$ cat src/rtl/mem_arbiter.sv
// Shares one memory port between instruction fetch and the LSU, with a fetch starvation limit.
// Optional ISSUE timeout abort is compiled in with MEM_ARB_TIMEOUT_EN.
module mem_arbiter #(
    parameter int ADDR_WIDTH     = 32,
    parameter int DATA_WIDTH     = 32,
    parameter int STARVE_LIMIT   = 4,
    parameter int TIMEOUT_CYCLES = 64
) (
    input  logic                    i_clk,
    input  logic                    i_rst,
    input  logic                    i_if_req,
    input  logic [ADDR_WIDTH-1:0]   i_if_addr,
    output logic                    o_if_gnt,
    output logic                    o_if_rvalid,
    output logic [DATA_WIDTH-1:0]   o_if_rdata,
    input  logic                    i_ls_req,
    input  logic                    i_ls_we,
    input  logic [ADDR_WIDTH-1:0]   i_ls_addr,
    input  logic [DATA_WIDTH-1:0]   i_ls_wdata,
    input  logic [DATA_WIDTH/8-1:0] i_ls_be,
    output logic                    o_ls_gnt,
    output logic                    o_ls_rvalid,
    output logic [DATA_WIDTH-1:0]   o_ls_rdata,
    output logic                    o_mem_req,
    output logic                    o_mem_we,
    output logic [ADDR_WIDTH-1:0]   o_mem_addr,
    output logic [DATA_WIDTH-1:0]   o_mem_wdata,
    output logic [DATA_WIDTH/8-1:0] o_mem_be,
    input  logic                    i_mem_ack,
    input  logic [DATA_WIDTH-1:0]   i_mem_rdata,
    output logic                    o_err
);
    localparam int SC_W = $clog2(STARVE_LIMIT + 1);

    typedef enum logic [1:0] {IDLE, ISSUE, RESP} state_t;

    state_t                state, state_nx;
    logic                  owner_ls;
    logic [SC_W-1:0]       starve_cnt;
    logic [DATA_WIDTH-1:0] rdata_q;
    logic                  err_q;
    logic                  starved, if_win, ls_win, grant_en, take, timeout;

    assign starved  = starve_cnt >= SC_W'(STARVE_LIMIT);
    assign if_win   = i_if_req && (!i_ls_req || starved);
    assign ls_win   = i_ls_req && !if_win;
    assign grant_en = (state == IDLE) && !i_rst;
    assign take     = (state == IDLE) && (if_win || ls_win);

    assign o_if_gnt    = grant_en && if_win;
    assign o_ls_gnt    = grant_en && ls_win;
    assign o_mem_req   = (state == ISSUE);
    assign o_if_rvalid = (state == RESP) && !owner_ls;
    assign o_ls_rvalid = (state == RESP) && owner_ls;
    assign o_if_rdata  = o_if_rvalid ? rdata_q : '0;
    assign o_ls_rdata  = o_ls_rvalid ? rdata_q : '0;
    assign o_err       = (state == RESP) && err_q;

`ifdef MEM_ARB_TIMEOUT_EN
    localparam int TC_W = $clog2(TIMEOUT_CYCLES + 1);
    logic [TC_W-1:0] tmo_cnt;

    always_ff @(posedge i_clk or posedge i_rst) begin
        if (i_rst)                tmo_cnt <= '0;
        else if (state != ISSUE)  tmo_cnt <= '0;
        else                      tmo_cnt <= tmo_cnt + 1'b1;
    end

    // An ack in the last allowed cycle takes precedence over the abort.
    assign timeout = (state == ISSUE) && !i_mem_ack && (tmo_cnt == TC_W'(TIMEOUT_CYCLES - 1));
`else
    assign timeout = 1'b0;
`endif

    always_comb begin
        state_nx = state;
        case (state)
            IDLE:    if (if_win || ls_win) state_nx = ISSUE;
            ISSUE:   if (i_mem_ack || timeout) state_nx = RESP;
            RESP:    state_nx = IDLE;
            default: state_nx = IDLE;
        endcase
    end

    always_ff @(posedge i_clk or posedge i_rst) begin
        if (i_rst) state <= IDLE;
        else       state <= state_nx;
    end

    always_ff @(posedge i_clk or posedge i_rst) begin
        if (i_rst) begin
            owner_ls    <= 1'b0;
            o_mem_we    <= 1'b0;
            o_mem_addr  <= '0;
            o_mem_wdata <= '0;
            o_mem_be    <= '0;
        end else if (take) begin
            owner_ls    <= ls_win;
            o_mem_we    <= ls_win && i_ls_we;
            o_mem_addr  <= ls_win ? i_ls_addr : i_if_addr;
            o_mem_wdata <= ls_win ? i_ls_wdata : '0;
            o_mem_be    <= ls_win ? i_ls_be : '1;
        end
    end

    always_ff @(posedge i_clk or posedge i_rst) begin
        if (i_rst) begin
            rdata_q <= '0;
            err_q   <= 1'b0;
        end else if (state == ISSUE && i_mem_ack) begin
            rdata_q <= o_mem_we ? '0 : i_mem_rdata;
            err_q   <= 1'b0;
        end else if (timeout) begin
            rdata_q <= '0;
            err_q   <= 1'b1;
        end
    end

    // Counts LSU wins over a waiting fetch; saturates so fetch keeps priority until served.
    always_ff @(posedge i_clk or posedge i_rst) begin
        if (i_rst)                                  starve_cnt <= '0;
        else if (o_if_gnt)                          starve_cnt <= '0;
        else if (o_ls_gnt && i_if_req && !starved)  starve_cnt <= starve_cnt + 1'b1;
    end
endmodule

$ cat config.mk
export PLATFORM = sky130hd
export DESIGN_NAME = mem_arbiter
export DESIGN_NICKNAME = d
export VERILOG_FILES = /design/src/rtl/mem_arbiter.sv
export SDC_FILE = /design/constraint.sdc
export NUM_CORES = 1
export LEC_CHECK = 0
export CAP_MARGIN = 10
export CORE_MARGIN = 2
export CORE_UTILIZATION = 42
export DETAILED_ROUTE_END_ITERATION = 8
export PLACE_DENSITY = 0.86
export SETUP_SLACK_MARGIN = 0.3
export SYNTH_ARGS = -nofsm -noshare
export SYNTH_HDL_FRONTEND = slang
export SYNTH_SLANG_ARGS = --single-unit
export TNS_END_PERCENT = 30
$ cat constraint.sdc
create_clock -name i_clk -period 20.8 [get_ports i_clk]
set_clock_uncertainty 0.15 [all_clocks]
set_input_delay 6.24 -clock i_clk [delete_from_list [all_inputs] [get_ports i_clk]]
set_output_delay 6.24 -clock i_clk [all_outputs]
set_load 0.05 [all_outputs]
==> qor.txt, run 1 <==
====================================================================================
Largest delay share family, worst path                                  buffers and inverters
Number of buffer and inverter stages on the critical path                          2
Internal                                                                      660 uW
GR Overflow Total                                                                  0
Final sum of negative setup slack                                               0 ns
Number of antenna violations at the first check in global routing                  1
WP data arrival                                                              8.80 ns
Estimated wirelength of the detail-placed design                             10.9 mm
Die outline area                                                         12,800 um^2
Cell type contributing the most total cell area after synthesis              dfrtp_1
Ys Warns                                                                           0
Fill count                                                                       852
Most frequently used flop master after synthesis                             dfrtp_1
Clk slew on worst S/H paths                                                  0.07 ns
DRC violation total after the first TritonRoute iteration                        149
R2R cell count                                                                     3
Leading cell type by number of instances after synthesis                     dfrtp_1
Root buffer cell                                                           clkbuf_16
Critical register-to-register path endpoint                             o_mem_addr[18]$_DFFE_PP0P_
Final critical path time including I/O delays and setup                     15.19 ns
Remaining antenna violation count                                                  0
Run status                                                              complete, but fails checks
Slew at the pin closest to its max-slew limit                                1.05 ns
H-Tree Level Count                                                                 3
Syn nets                                                                         574
First-pass iteration count of the detailed router                                  9
Violated checks                                                         design-rule violations
Worst Path Class, Setup                                                 input port to primary output
Final setup violating endpoints                                                    0
Fmax                                                                      0.0658 GHz
CTS tree                                                                         yes
Final Max Slew Viols                                                               0
Reported max-cap violation count                                                   0
Worst rel slew slack                                                           0.298
Overall global routing resource usage                                          0.223
Total Routed Length                                                          14.2 mm
Mapped Area                                                                5000 um^2
Vias per cell                                                                   4.97
Clock share of power                                                           0.136
Max incr delay on CP                                                         0.87 ns
Area of the core                                                         11,500 um^2
Fraction of power consumed by combinational cells                              0.551
Global-route wire length before repair                                       22.5 mm
DIE WIDTH                                                                     113 um
Share of the clock period used by the worst path after layout                  0.730
Diode count                                                                        0
Number of clock sinks seen by CTS                                                107
Critical path startpoint category                                         input port
IO Pins                                                                          277
Via count of the first global-routing pass                                     4,389
Area added between synthesis and finish                                        62.2%
Worst hold stages                                                                  2
List of most frequent post-synthesis cells                              dfrtp_1, and2_1, nand2_1
Number of register bits inferred by synthesis                                    107
Bufs on Longest Clock Path                                                         2
Destination of the worst hold path                                      rdata_q[22]$_DFFE_PP0P_
Pwr dens                                                                 151 nW/um^2
Post-CTS setup buffer count                                                        0
Register-to-Register Setup Slack                                            18.54 ns
Average routed wire per standard cell                                        16.9 um
Total via count after detailed routing                                         4,183
Origin of the critical flop-to-flop path                                starve_cnt[2]$_DFFE_PP0P_
Highest-delay cell along the critical path                                  a21boi_4
Critical path endpoint category                                         primary output
NumNets Final                                                                    834
Die Y                                                                         113 um
Number of clock buffers inserted by TritonCTS                                      9
Number of buffers inserted for hold repair after clock tree synthesis              0
Peak supply drop                                                          0.000100 V
Number of buffers added on ports                                                 275
Flop pwr share                                                                 0.313
Total Power                                                                  1.23 mW
Multi-input gate area                                                      2140 um^2
Top cells by area in the synthesized netlist                            dfrtp_1, and2_1, mux2_2
Worst hold path class                                                   flip-flop to flip-flop
Ys async rst share                                                              1.00
Worst-path cell chain                                                   clkdlybuf4s50_1, a21boi_4, and3_1, clkdlybuf4s50_1
Crit path required time                                                     14.41 ns
Gate count after technology mapping                                              434
Lkg Pwr                                                                      3.43 nW
Number of resized instances in the post-cts repair step                            0
Critical Path Fanout Max                                                          33
Gpl congestion                                                                 0.838
Area share of the largest cell type after synthesis                            0.535
Pin count of the biggest net entering global routing                              66
Effective utilization at floorplan                                             0.434
Proportion of synthesized chip area in sequential cells                        0.535
Row count                                                                         39
Register Area                                                              2680 um^2
Remaining DRCs                                                                    17
Switching component of the power                                              569 uW
Source-to-sink clock delay at the later pin of the worst-skew pair           0.34 ns
Number of hold violations in the final report                                      0
Unrepaired setup endpoints after global routing                                   no
Synthesized area per cell                                                  11.5 um^2
Number of enable-type register cells in the synthesized netlist                    0
Layout cell share with drive strength beyond 1                                0.0916
Switching Share                                                                0.463
Count of different cell masters after synthesis                                   32
Most frequent cell on the critical path                                 clkdlybuf4s50_1
Startpoint of the lowest-slack hold path                                rdata_q[22]$_DFFE_PP0P_
====================================================================================
-- placed cells by master, fill, tap and decap left out, types with 2 or more instances in the layout --
cell,synthesis,routed
o21ai_0,35,35
clkdlybuf4s50_1,0,275
mux2_1,29,29
clkbuf_16,0,9
inv_1,5,4
mux2_2,35,35
nand2b_1,33,33
o21ai_2,1,2
and2_1,64,64
nand2_1,38,38
clkinv_4,0,3
dfrtp_1,107,107
buf_4,5,6
clkbuf_8,0,3
ha_1,2,2
o22a_1,4,4
and3_1,2,2
a22o_1,33,33
-- worst register-to-register path, cell delays in order, from the launching register on --
cell      delay, ns
dfrtp_1        0.44
a21boi_4       0.85
mux2_2         0.45
mux2_2         0.27
-- per-layer routing --
layer,vias up,part of all wire,global-route usage
li1,1982,-,-
met1,1997,0.38,0.254
met2,171,0.52,0.407
met3,31,0.072,0.0461
met4,2,0.030,0.0927
met5,-,0.00092,0
-- how the worst max path moves through the flow --
stage	cells past startpoint	start	end
floorplan	2	i_rst	o_ls_gnt
global placement	4	i_ls_req	o_ls_gnt
detailed placement	4	i_ls_req	o_ls_gnt
CTS	4	i_ls_req	o_ls_gnt
global route	4	i_ls_req	o_ls_gnt
finish	4	i_ls_req	o_ls_gnt
-- per-stage QoR --
step	instance area (um^2)	hold WS, ns	setup slack (ns)	util	std cells
after floorplan	5000	0.305	5.20	-	434
after global placement	7810	0.324	5.63	0.678	826
after detailed placement	7810	0.334	5.56	0.678	826
after CTS	8110	0.349	5.56	0.704	842
after global routing	8110	0.364	5.44	0.704	842
final	8110	0.343	5.61	0.704	842
-- power groups by stage --
stage                     Clock, mW  Sequential (mW)  Combinational, mW
after CTS                     0.170            0.385              0.684
after global routing          0.179            0.398              0.712
after floorplan                   0            0.601              0.227
after detailed placement          0            0.386              0.683
after global placement            0            0.381              0.669
final                         0.167            0.384              0.677
-- cell families after synthesis --
family / after synthesis / share of synthesized area
adders and majority gates: 2 / 0.00500
AOI/OAI and AO/OA: 77 / 0.109
and+or+nand+nor: 146 / 0.167
other: 1 / 0.000750
muxes: 64 / 0.144
buffers and inverters: 37 / 0.0383
DFF: 107 / 0.535
-- flip-flops by register name, indices dropped and copies added (netlist names) --
register	flops
o_mem_we	1
o_mem_wdata	32
owner_ls	1
state	2
rdata_q	32
o_mem_addr	32
starve_cnt	3
o_mem_be	4
-- final cells by class --
| cell class | count | share of cell area |
|---|---|---|
| Timing Repair Buffer | 281 | 0.345 |
| Sequential cell | 107 | 0.330 |
| Multi-Input combinational cell | 290 | 0.263 |
| Clock buffer | 12 | 0.0329 |
| Tap cell | 143 | 0.0221 |
| Clock inverter | 4 | 0.00416 |
| Inverter | 5 | 0.00262 |
Power figures use the tool's default switching activity.
==> run 2, diff against run 1 <==
Settings changed: CORE_UTILIZATION 42 to 39, PLACE_DENSITY 0.86 to 0.81.
Clock period 20.8 ns to 14.7 ns, I/O delays scaled along.
==> run 2 against run 1 <==
Net effect:
- the flow now finishes without violations
- sequential power grew 40%
- worst setup slack lost 2.4 ns
- final cell count grew 3.6%
- largest cell class unchanged
- largest power group unchanged
==> qor.txt, run 2 (synthesis gave the netlist of run 1 again) <==
====================================================================================
Number of resized instances in the post-cts repair step                            0   unchanged
DIE WIDTH                                                                     117 um   +3.6%
First-pass iteration count of the detailed router                                  4   -5
Vias per cell                                                                   4.83   -2.7%
Critical path startpoint category                                         input port
NumNets Final                                                                    835   +0.12%
Largest delay share family, worst path                                  buffers and inverters
IO Pins                                                                          277   unchanged
Final critical path time including I/O delays and setup                     11.53 ns
Register-to-Register Setup Slack                                            12.44 ns   -6.10 ns
Crit path required time                                                     10.14 ns   -4.27 ns
Final sum of negative setup slack                                               0 ns   unchanged
Layout cell share with drive strength beyond 1                                0.0929   +0.00130
GR Overflow Total                                                                  0   unchanged
Unrepaired setup endpoints after global routing                                   no
Average routed wire per standard cell                                        16.9 um   +0.11%
Total Routed Length                                                          14.7 mm   +3.7%
DRC violation total after the first TritonRoute iteration                        185   +24%
Run status                                                              finished, final reports clean
Final setup violating endpoints                                                    0   unchanged
Lkg Pwr                                                                      3.43 nW   +0.20%
Most frequent cell on the critical path                                 clkdlybuf4s50_1
Critical Path Fanout Max                                                          33   unchanged
WP depth                                                                           4   unchanged
Reported max-cap violation count                                                   0   unchanged
Die outline area                                                         13,700 um^2   +7.4%
Critical path endpoint category                                         primary output
Number of buffer and inverter stages on the critical path                          2   unchanged
Number of hold violations in the final report                                      0   unchanged
Share of the clock period used by the worst path after layout                  0.784
Worst Slack Setup Final                                                      3.17 ns   -2.44 ns
Critical register-to-register path endpoint                             o_mem_addr[19]$_DFFE_PP0P_
Area of the core                                                         12,600 um^2   +9.1%
Multi-input gate area                                                      2140 um^2   unchanged
Final hold slack                                                            0.347 ns   +0.00376 ns
CTS tree                                                                         yes
Origin of the critical flop-to-flop path                                starve_cnt[2]$_DFFE_PP0P_
Effective utilization at floorplan                                             0.398   -0.0364
Worst hold stages                                                                  2   unchanged
Die Y                                                                         117 um   +3.6%
Commonest non-fill, non-tap cell in the layout                          clkdlybuf4s50_1
Max incr delay on CP                                                         0.87 ns   about the same
Slew at the pin closest to its max-slew limit                                1.05 ns   +0.00281 ns
Via count of the first global-routing pass                                     4,264   -2.8%
Diode count                                                                        0   unchanged
WP data arrival                                                              6.97 ns   -1.83 ns
Peak supply drop                                                          0.000160 V   +60%
Highest-delay cell along the critical path                                  a21boi_4
Launch point of the worst path                                              i_ls_req
H-Tree Level Count                                                                 3   unchanged
Remaining DRCs                                                                     0   -17
Estimated wirelength of the detail-placed design                             11.3 mm   +3.6%
Number of antenna violations at the first check in global routing                  0   -1
Largest registers                                                       o_mem_addr: 32 flops, o_mem_wdata: 32 flops, rdata_q: 32 flops
Worst Path Class, Setup                                                 input port to primary output
Root buffer cell                                                           clkbuf_16
Fill count                                                                       994   +17%
Register Area                                                              2680 um^2   unchanged
Most frequent cells in the layout                                       clkdlybuf4s50_1, dfrtp_1, and2_1
Area added between synthesis and finish                                        63.3%
Number of buffers inserted for hold repair after clock tree synthesis              0   unchanged
R2R cell count                                                                     3   unchanged
Worst-path cell chain                                                   clkdlybuf4s50_1, a21boi_4, and3_1, clkdlybuf4s50_1
Worst rel slew slack                                                           0.296   -0.00188
Pwr dens                                                                 215 nW/um^2   +42%
Clk slew on worst S/H paths                                                  0.07 ns   about the same
Worst hold path class                                                   flip-flop to flip-flop
Remaining antenna violation count                                                  0   unchanged
Source-to-sink clock delay at the later pin of the worst-skew pair           0.33 ns   about the same
Total via count after detailed routing                                         4,214   +0.74%
Post-CTS setup buffer count                                                        0   unchanged
Overall global routing resource usage                                          0.212   -0.0110
Pin count of the biggest net entering global routing                              71   +7.6%
Final Max Slew Viols                                                               0   unchanged
Number of buffers added on ports                                                 275   unchanged
Global-route wire length before repair                                       22.3 mm   -1.3%
Fmax                                                                      0.0867 GHz
Gpl congestion                                                                 0.764   -8.9%
Worst setup path endpoint                                                   o_ls_gnt
Number of clock sinks seen by CTS                                                107   unchanged
Number of clock buffers inserted by TritonCTS                                      9   unchanged
Post-Place Setup Slack                                                       3.14 ns   -2.42 ns
Row count                                                                         41   +5.1%
Bufs on Longest Clock Path                                                         2   unchanged
====================================================================================
## run 2: worst min path at each step
stage	startpoint	to	slack, ns
after floorplan	rdata_q[0]$_DFFE_PP0P_	rdata_q[0]$_DFFE_PP0P_	0.31
after global placement	rdata_q[24]$_DFFE_PP0P_	rdata_q[24]$_DFFE_PP0P_	0.33
after detailed placement	rdata_q[12]$_DFFE_PP0P_	rdata_q[12]$_DFFE_PP0P_	0.34
after CTS	rdata_q[26]$_DFFE_PP0P_	rdata_q[26]$_DFFE_PP0P_	0.35
after global routing	o_mem_addr[6]$_DFFE_PP0P_	o_mem_addr[6]$_DFFE_PP0P_	0.37
final	rdata_q[26]$_DFFE_PP0P_	rdata_q[26]$_DFFE_PP0P_	0.35
## run 2: metal layers
metal  routed length (um)  share of wire  GRT usage  up-vias
li1                     -              -          -     1991
met1                 5910           0.40      0.253     2056
met2                 7730           0.53      0.387      155
met3                  888          0.060     0.0489       12
met4                  190          0.013     0.0549        0
met5                    0              0          0        -
## run 2: worst register-to-register path, cell delays in order, from the launching register on
cell,delay (ns)
dfrtp_1,0.43
a21boi_4,0.84
mux2_2,0.46
mux2_2,0.26
## run 2: final cells by class
cell class                 count  area share
tap                          172      0.0263
clock buffer                  10      0.0293
clock inverter                 6     0.00904
inverter                       5     0.00260
timing repair buffer         282       0.343
multi-input combinational    290       0.261
sequential                   107       0.328
## run 2: through the flow
| step | area (um^2) | cells | utilization | total power [mW] |
|---|---|---|---|---|
| 6_report | 8170 | 872 | 0.650 | 1.76 |
| 5_1_grt | 8170 | 872 | 0.650 | 1.85 |
| 4_1_cts | 8170 | 872 | 0.650 | 1.77 |
| 3_5_place_dp | 7860 | 856 | 0.625 | 1.52 |
| 3_3_place_gp | 7860 | 856 | 0.625 | 1.50 |
| 2_1_floorplan | 5000 | 434 | - | 1.17 |
## run 2: where the power goes
group	leakage [nW]	switching [mW]	internal (mW)
clock network	0.147	0.107	0.138
logic	1.96	0.612	0.365
registers	1.32	0.0946	0.441
